[src/rtl/fft_pkg.sv]
// Shared FFT datapath definitions.
// - N_DEF / Q_DEF: default sample width and twiddle fractional bits.
// - cplx_t: complex sample at the default width.
// - rnd(q): round-half-up constant added before a right shift by q.
// - sat_n(v, n): clamp a signed value to the n-bit two's complement range.
package fft_pkg;

  localparam int unsigned N_DEF = 16;
  localparam int unsigned Q_DEF = 8;

  typedef struct packed {
    logic signed [N_DEF-1:0] re;
    logic signed [N_DEF-1:0] im;
  } cplx_t;

  function automatic logic [63:0] rnd(input int unsigned q);
    return 64'd1 << (q - 1);
  endfunction

  function automatic logic signed [63:0] sat_n(input logic signed [63:0] v,
                                               input int unsigned      n);
    logic signed [63:0] hi;
    logic signed [63:0] lo;
    hi = (64'sd1 <<< (n - 1)) - 64'sd1;
    lo = -(64'sd1 <<< (n - 1));
    if (v > hi) return hi;
    if (v < lo) return lo;
    return v;
  endfunction

endpackage

[src/rtl/cmul_round.sv]
// Two-stage complex multiply with rounding: p = a * W (or a * conj(W)).
// Stage 1 registers the four real products and the inverse flag; stage 2 combines
// them and rounds half up by Q fractional bits. Both stages advance on en_i.
// Ports:
//   clk_i, rst_ni         clock, async active-low reset
//   en_i                  pipeline advance
//   inverse_i             use conj(W)
//   a_re_i/a_im_i         multiplicand (N bits)
//   w_re_i/w_im_i         twiddle (N bits, Q fractional)
//   p_re_o/p_im_o         rounded product (PW bits, lossless)
module cmul_round
  import fft_pkg::*;
#(
  parameter int unsigned N  = N_DEF,
  parameter int unsigned Q  = Q_DEF,
  parameter int unsigned PW = 2 * N + 2 - Q
) (
  input  logic                 clk_i,
  input  logic                 rst_ni,
  input  logic                 en_i,
  input  logic                 inverse_i,
  input  logic signed [N-1:0]  a_re_i,
  input  logic signed [N-1:0]  a_im_i,
  input  logic signed [N-1:0]  w_re_i,
  input  logic signed [N-1:0]  w_im_i,
  output logic signed [PW-1:0] p_re_o,
  output logic signed [PW-1:0] p_im_o
);

  localparam int unsigned MW = 2 * N;
  localparam int unsigned ZW = 2 * N + 2;
  localparam logic signed [ZW-1:0] Rnd = ZW'(rnd(Q));

  logic signed [MW-1:0] rr_q, ii_q, ri_q, ir_q;
  logic                 inv_q;
  logic signed [ZW-1:0] sum_re, sum_im;
  logic signed [PW-1:0] p_re_d, p_im_d, p_re_q, p_im_q;

  // Conjugation is applied as a sign choice on the combine, so W_im is never
  // negated and -2^(N-1) needs no extra bit.
  always_comb begin
    if (inv_q) begin
      sum_re = ZW'(rr_q) + ZW'(ii_q);
      sum_im = ZW'(ir_q) - ZW'(ri_q);
    end else begin
      sum_re = ZW'(rr_q) - ZW'(ii_q);
      sum_im = ZW'(ir_q) + ZW'(ri_q);
    end
    p_re_d = PW'((sum_re + Rnd) >>> Q);
    p_im_d = PW'((sum_im + Rnd) >>> Q);
  end

  always_ff @(posedge clk_i or negedge rst_ni) begin
    if (!rst_ni) begin
      rr_q   <= '0;
      ii_q   <= '0;
      ri_q   <= '0;
      ir_q   <= '0;
      inv_q  <= 1'b0;
      p_re_q <= '0;
      p_im_q <= '0;
    end else if (en_i) begin
      rr_q   <= MW'(a_re_i) * MW'(w_re_i);
      ii_q   <= MW'(a_im_i) * MW'(w_im_i);
      ri_q   <= MW'(a_re_i) * MW'(w_im_i);
      ir_q   <= MW'(a_im_i) * MW'(w_re_i);
      inv_q  <= inverse_i;
      p_re_q <= p_re_d;
      p_im_q <= p_im_d;
    end
  end

  assign p_re_o = p_re_q;
  assign p_im_o = p_im_q;

endmodule

[src/rtl/butterfly2_pipe.sv]
// Pipelined radix-2 DIT butterfly: out0 = in0 + in1*W', out1 = in0 - in1*W'.
// Three stages (products, rounded P, add/sub+scale+narrow), global stall when the
// output is held. Sticky overflow flag; a set on an exiting result beats a clear.
// Ports:
//   i_clk, i_rst_n                  clock, async active-low reset
//   i_valid / o_ready               input handshake
//   i_in0_*, i_in1_*, i_twiddle_*   operands (N bits)
//   i_inverse, i_scale              per-transaction modes
//   i_ovf_clr                       clear sticky overflow
//   o_valid / i_ready               output handshake
//   o_out0_*, o_out1_*              results (N bits)
//   o_ovf                           sticky overflow
module butterfly2_pipe
  import fft_pkg::*;
#(
  parameter int unsigned N   = N_DEF,
  parameter int unsigned Q   = Q_DEF,
  parameter bit          SAT = 1'b1
) (
  input  logic                i_clk,
  input  logic                i_rst_n,
  input  logic                i_valid,
  output logic                o_ready,
  input  logic signed [N-1:0] i_in0_re,
  input  logic signed [N-1:0] i_in0_im,
  input  logic signed [N-1:0] i_in1_re,
  input  logic signed [N-1:0] i_in1_im,
  input  logic signed [N-1:0] i_twiddle_re,
  input  logic signed [N-1:0] i_twiddle_im,
  input  logic                i_inverse,
  input  logic                i_scale,
  input  logic                i_ovf_clr,
  output logic                o_valid,
  input  logic                i_ready,
  output logic signed [N-1:0] o_out0_re,
  output logic signed [N-1:0] o_out0_im,
  output logic signed [N-1:0] o_out1_re,
  output logic signed [N-1:0] o_out1_im,
  output logic                o_ovf
);

  localparam int unsigned PW = 2 * N + 2 - Q;
  // Sums are carried wide enough that neither add/sub nor the +1 of scaling loses bits.
  localparam int unsigned SW = PW + 2;

  logic                 advance;
  logic                 v1_q, v2_q, valid_q;
  logic                 scale1_q, scale2_q;
  logic signed [N-1:0]  in0_re1_q, in0_im1_q, in0_re2_q, in0_im2_q;
  logic signed [PW-1:0] p_re, p_im;
  logic signed [N-1:0]  out_q [4];
  logic                 ovf_q, ovf_d;

  logic signed [SW-1:0] sum_raw [4];
  logic signed [SW-1:0] sum_sc  [4];
  logic signed [63:0]   wide    [4];
  logic signed [63:0]   clamped [4];
  logic signed [N-1:0]  res     [4];
  logic [3:0]           lane_ovf;

  assign advance = !valid_q || i_ready;
  assign o_ready = advance;

  cmul_round #(
    .N  (N),
    .Q  (Q),
    .PW (PW)
  ) u_cmul (
    .clk_i     (i_clk),
    .rst_ni    (i_rst_n),
    .en_i      (advance),
    .inverse_i (i_inverse),
    .a_re_i    (i_in1_re),
    .a_im_i    (i_in1_im),
    .w_re_i    (i_twiddle_re),
    .w_im_i    (i_twiddle_im),
    .p_re_o    (p_re),
    .p_im_o    (p_im)
  );

  // S3: lanes are out0_re, out0_im, out1_re, out1_im.
  always_comb begin
    sum_raw[0] = SW'(in0_re2_q) + SW'(p_re);
    sum_raw[1] = SW'(in0_im2_q) + SW'(p_im);
    sum_raw[2] = SW'(in0_re2_q) - SW'(p_re);
    sum_raw[3] = SW'(in0_im2_q) - SW'(p_im);
    for (int i = 0; i < 4; i++) begin
      sum_sc[i]   = scale2_q ? ((sum_raw[i] + SW'(1)) >>> 1) : sum_raw[i];
      wide[i]     = 64'(sum_sc[i]);
      clamped[i]  = sat_n(wide[i], N);
      lane_ovf[i] = (clamped[i] != wide[i]);
      res[i]      = SAT ? N'(clamped[i]) : N'(sum_sc[i]);
    end
  end

  always_comb begin
    ovf_d = ovf_q;
    if (i_ovf_clr) ovf_d = 1'b0;
    if (advance && v2_q && (|lane_ovf)) ovf_d = 1'b1;
  end

  always_ff @(posedge i_clk or negedge i_rst_n) begin
    if (!i_rst_n) begin
      v1_q      <= 1'b0;
      v2_q      <= 1'b0;
      valid_q   <= 1'b0;
      scale1_q  <= 1'b0;
      scale2_q  <= 1'b0;
      in0_re1_q <= '0;
      in0_im1_q <= '0;
      in0_re2_q <= '0;
      in0_im2_q <= '0;
      ovf_q     <= 1'b0;
      for (int i = 0; i < 4; i++) out_q[i] <= '0;
    end else begin
      ovf_q <= ovf_d;
      if (advance) begin
        v1_q      <= i_valid;
        scale1_q  <= i_scale;
        in0_re1_q <= i_in0_re;
        in0_im1_q <= i_in0_im;
        v2_q      <= v1_q;
        scale2_q  <= scale1_q;
        in0_re2_q <= in0_re1_q;
        in0_im2_q <= in0_im1_q;
        valid_q   <= v2_q;
        for (int i = 0; i < 4; i++) out_q[i] <= res[i];
      end
    end
  end

  assign o_valid   = valid_q;
  assign o_out0_re = out_q[0];
  assign o_out0_im = out_q[1];
  assign o_out1_re = out_q[2];
  assign o_out1_im = out_q[3];
  assign o_ovf     = ovf_q;

endmodule

[config.mk]
export PLATFORM = sky130hd
export DESIGN_NAME = butterfly2_pipe
export DESIGN_NICKNAME = d
export VERILOG_FILES = /design/src/rtl/fft_pkg.sv /design/src/rtl/cmul_round.sv /design/src/rtl/butterfly2_pipe.sv
export SDC_FILE = /design/constraint.sdc
export NUM_CORES = 2
export LEC_CHECK = 0
export BUFFER_PORTS_ARGS = -buffer_cell sky130_fd_sc_hd__buf_2
export CORE_ASPECT_RATIO = 1.1
export CORE_MARGIN = 2
export CORE_UTILIZATION = 60
export CTS_CLUSTER_SIZE = 24
export DETAILED_ROUTE_END_ITERATION = 8
export PLACE_DENSITY = 0.75
export SLEW_MARGIN = 20
export SYNTH_ARGS = -nofsm -noshare
export SYNTH_HDL_FRONTEND = slang
export SYNTH_HIERARCHICAL = 1
export SYNTH_SLANG_ARGS = --single-unit
[constraint.sdc]
create_clock -name i_clk -period 6.8 [get_ports i_clk]
set_clock_uncertainty 0.05 [all_clocks]
set_input_delay 0.34 -clock i_clk [delete_from_list [all_inputs] [get_ports i_clk]]
set_output_delay 0.34 -clock i_clk [all_outputs]
set_load 0.005 [all_outputs]
==> flow_metrics.py <==
metrics = {
    "worst_setup_path": {
        "cp_top_family": "simple AND/OR/NAND/NOR gates",
        "r2r_end": "o_ovf",
        "worstPathMaxFanout": 17,
        "critical-path-max-stage-delay_ns": 0.71,
        "crit_cells": 17,
        "required_ns": 7.22,
        "r2r_cells": 17,
        "endpoint_kind": "flop",
        "cpMaxStageDelayCell": "ha_1",
        "crit_top_cell": "ha_1",
        "regToRegSetupSlack_ns": 0.44,
        "cp-endpoint": "o_ovf",
        "crit_chain": "inv_1 > ha_1 > nor2b_1 > o21ai_1 > a31o_2 > a21oi_1 > or4_1 > a221oi_1 > nand4_1 > mux2_2 > nor4bb_1 > o2111ai_1 > nor3b_1 > nand4b_1 > ha_1 > a22oi_1 > a41oi_1",
        "cp-start-kind": "flop",
        "critPathLaunch": "u_cmul/p_im_o[4]",
        "critical_path_arrival_ns": 6.78,
        "crit_type": "flop to flop",
        "crit_buf_inv": 1,
        "worstReg2RegStart": "u_cmul/p_im_o[4]",
    },
    "finish": {
        "fin_util": 0.6526,
        "layout_commonest_cell": "inv_1",
        "final_cell_mix": "inv_1 (1292), fa_1 (1052), nand2_1 (947)",
        "fillCellCount": 9535,
        "multi_input_area_um2": 54070,
        "layoutNonFillerInstCount": 9655,
        "areaGrowthSynthToFinish_pct": 7.751,
        "fin_area_um2": 73520,
        "finalNetCount": 9782,
        "ff_latch_area_um2": 7888,
        "drive_gt1_frac": 0.09182,
    },
    "synthesis": {
        "async_flop_share": 1.000,
        "synth_top_area_cell": "fa_1",
        "synth_area_per_cell_um2": 8.561,
        "syn-num-nets": 9631,
        "yosysSeqAreaShare": 0.1155,
        "yosys_most_used_dff": "dfrtp_1",
        "syn_inst": 7970,
        "ys_warn_count": 6,
        "synth.distinct_cells": 132,
        "netlist.area_leader.share": 0.3087,
        "synth_edf_count": 0,
        "ys_top_cells_by_area": "fa_1 (31%), dfrtp_1 (12%), ha_1 (9.3%)",
        "synth-seq-cells": 315,
        "synth_area_um2": 68230,
    },
    "timing": {
        "rsz0062_at_grt": "false",
        "slew_viol_final": 0,
        "setup_viol": 0,
        "tightest_slew_ns": 1.016,
        "fin_crit_ns": 6.364,
        "timing.final.crit_share": 0.9358,
        "max_clock_freq_ghz": 0.1571,
        "hold_viol": 0,
        "relSlewSlack": 0.3225,
    },
    "floorplan": {
        "die_w_um": 325.5,
        "io_pins": 170,
        "die_h_um": 357.7,
        "core-area_um2": 112700,
        "initial_utilization": 0.6056,
        "fp-row-count": 129,
        "die-area_um2": 116400,
    },
    "worst_hold_path": {
        "hp-class": "input port to flop",
        "min_delay_path_depth": 3,
    },
    "drt": {
        "vias": 56900,
        "drtPass1Iterations": 6,
        "wl_per_cell_um": 20.08,
        "wl_um": 193800,
        "drc": 0,
        "drt_iter0_drc": 4106,
        "post_drt_via_cell_ratio": 5.894,
        "drtAntennaViolNets": 0,
    },
    "placement": {
        "place_hpwl_um": 159500,
        "portBuffers": 169,
        "gp_congestion": 0.9669,
        "post_dp_cell_area_um2": 72010,
        "place_inst": 9559,
    },
    "job": {
        "maxCapViolations": 0,
    },
    "clocking": {
        "clk_path_buf_depth": 3,
        "cts_buffers": 35,
        "clk_latency_ns": 0.58,
        "tritoncts": "built",
        "htree_levels": 2,
        "cts.sinks": 315,
        "cts_root_buffer": "clkbuf_16",
        "postCtsSetupBuffers": 0,
        "cts.reportedPaths.clkPinSlew_ns": 0.06,
    },
    "grt": {
        "grt_max_degree": 181,
        "grt_pass1_vias": 58690,
        "overflow": 0,
        "grt_util_met2": 0.5803,
        "grt_usage": 0.3357,
        "grt_first_pass_wirelength_um": 311100,
        "gr-usage-met3": 0.04851,
        "antenna_found_initial": 12,
        "grt.busiest_layer": "met2",
        "grtUsageMet1": 0.4197,
    },
    "run_status": {
        "outcome": "finished clean",
    },
}
-- routing by layer --
metal / wire length (µm) / vias to the layer above
met5: 136 / -
met4: 10030 / 18
met3: 12570 / 489
met2: 94290 / 2019
met1: 76830 / 28300
li1: - / 26080
-- flip-flops by register name, summed over array words and instances (netlist names), 26 cells and up --
signal / flops
u_cmul/p_im_o: 26
u_cmul/ir_q: 32
u_cmul/ri_q: 32
u_cmul/p_re_o: 26
u_cmul/ii_q: 32
u_cmul/rr_q: 32
-- cell families after synthesis --
kind of cell | count (synthesis) | share of synthesized area
XOR/XNOR | 371 | 0.04839
AO/OA/AOI/OAI | 1273 | 0.1260
buffers and inverters | 1662 | 0.09242
flip-flops | 315 | 0.1155
adder cells (fa/ha/maj) | 1558 | 0.4015
AND/OR/NAND/NOR | 2652 | 0.1937
multiplexers | 139 | 0.02248
-- metrics by stage --
step	setup TNS, ns	hold WS, ns	setup slack, ns
2_1_floorplan	0	-0.005591	0.2690
3_3_place_gp	-0.005966	0.2898	-0.005966
3_5_place_dp	-0.2002	0.2951	-0.1060
4_1_cts	0	0.001854	0.3553
5_1_grt	0	0.02009	0.001183
6_report	0	0.01009	0.4364
-- cell type report --
cell class / instances / share of cell area
multi-input combinational: 5993 / 0.7354
sequential: 315 / 0.1073
inverter: 1295 / 0.06622
timing repair buffer: 481 / 0.04935
tap: 1506 / 0.02563
clock buffer: 50 / 0.01365
clock inverter: 12 / 0.002332
antenna: 3 / 0.0001021
-- Yosys cell counts, drive strengths merged, types with 11 or more instances --
cell type / n
nand2: 947
o41ai: 11
clkbuf: 322
mux2: 114
a32oi: 13
a21oi: 361
o211a: 13
dfrtp: 315
and4: 18
buf: 45
nor3: 140
o22a: 18
or4: 22
nor2: 452
and3: 42
nand2b: 69
o211ai: 57
a31oi: 58
o311ai: 11
nand3: 118
o31ai: 43
xnor2: 271
nor4b: 11
mux2i: 25
nor2b: 58
inv: 1293
o21ai: 228
nand4: 66
a31o: 16
a21boi: 18
a21o: 109
o21bai: 32
or2: 27
a211oi: 51
a211o: 17
nor3b: 13
or3: 38
and2: 536
fa: 1052
ha: 506
o21a: 55
nor4: 49
nand4b: 13
xor2: 100
a2111oi: 18
-- timing repair --
| action | 4_1_cts | 5_1_grt |
|---|---|---|
| setup endpoints to repair | 0 | 3 |
| gates resized for setup | 0 | 4 |
| endpoints found under the hold margin | 100 | 0 |
| hold buffers | 31 | 0 |
-- worst min-delay path by stage --
stage | from | to
2_1_floorplan | i_rst_n | in0_im1_q[0]
3_3_place_gp | i_rst_n | in0_im1_q[11]
3_5_place_dp | i_rst_n | in0_im1_q[11]
4_1_cts | i_in0_re[10] | in0_re1_q[10]
5_1_grt | i_in0_im[8] | in0_im1_q[8]
6_report | i_in0_im[8] | in0_im1_q[8]
-- worst min-delay path, stage by stage --
cell,delay (ns)
buf_2,0.11
nand2_1,0.07
nand2_1,0.06
Power is left out: the tool's default activity adds up to more than one toggle a clock period on the data nets, which glitch-free logic cannot reach.
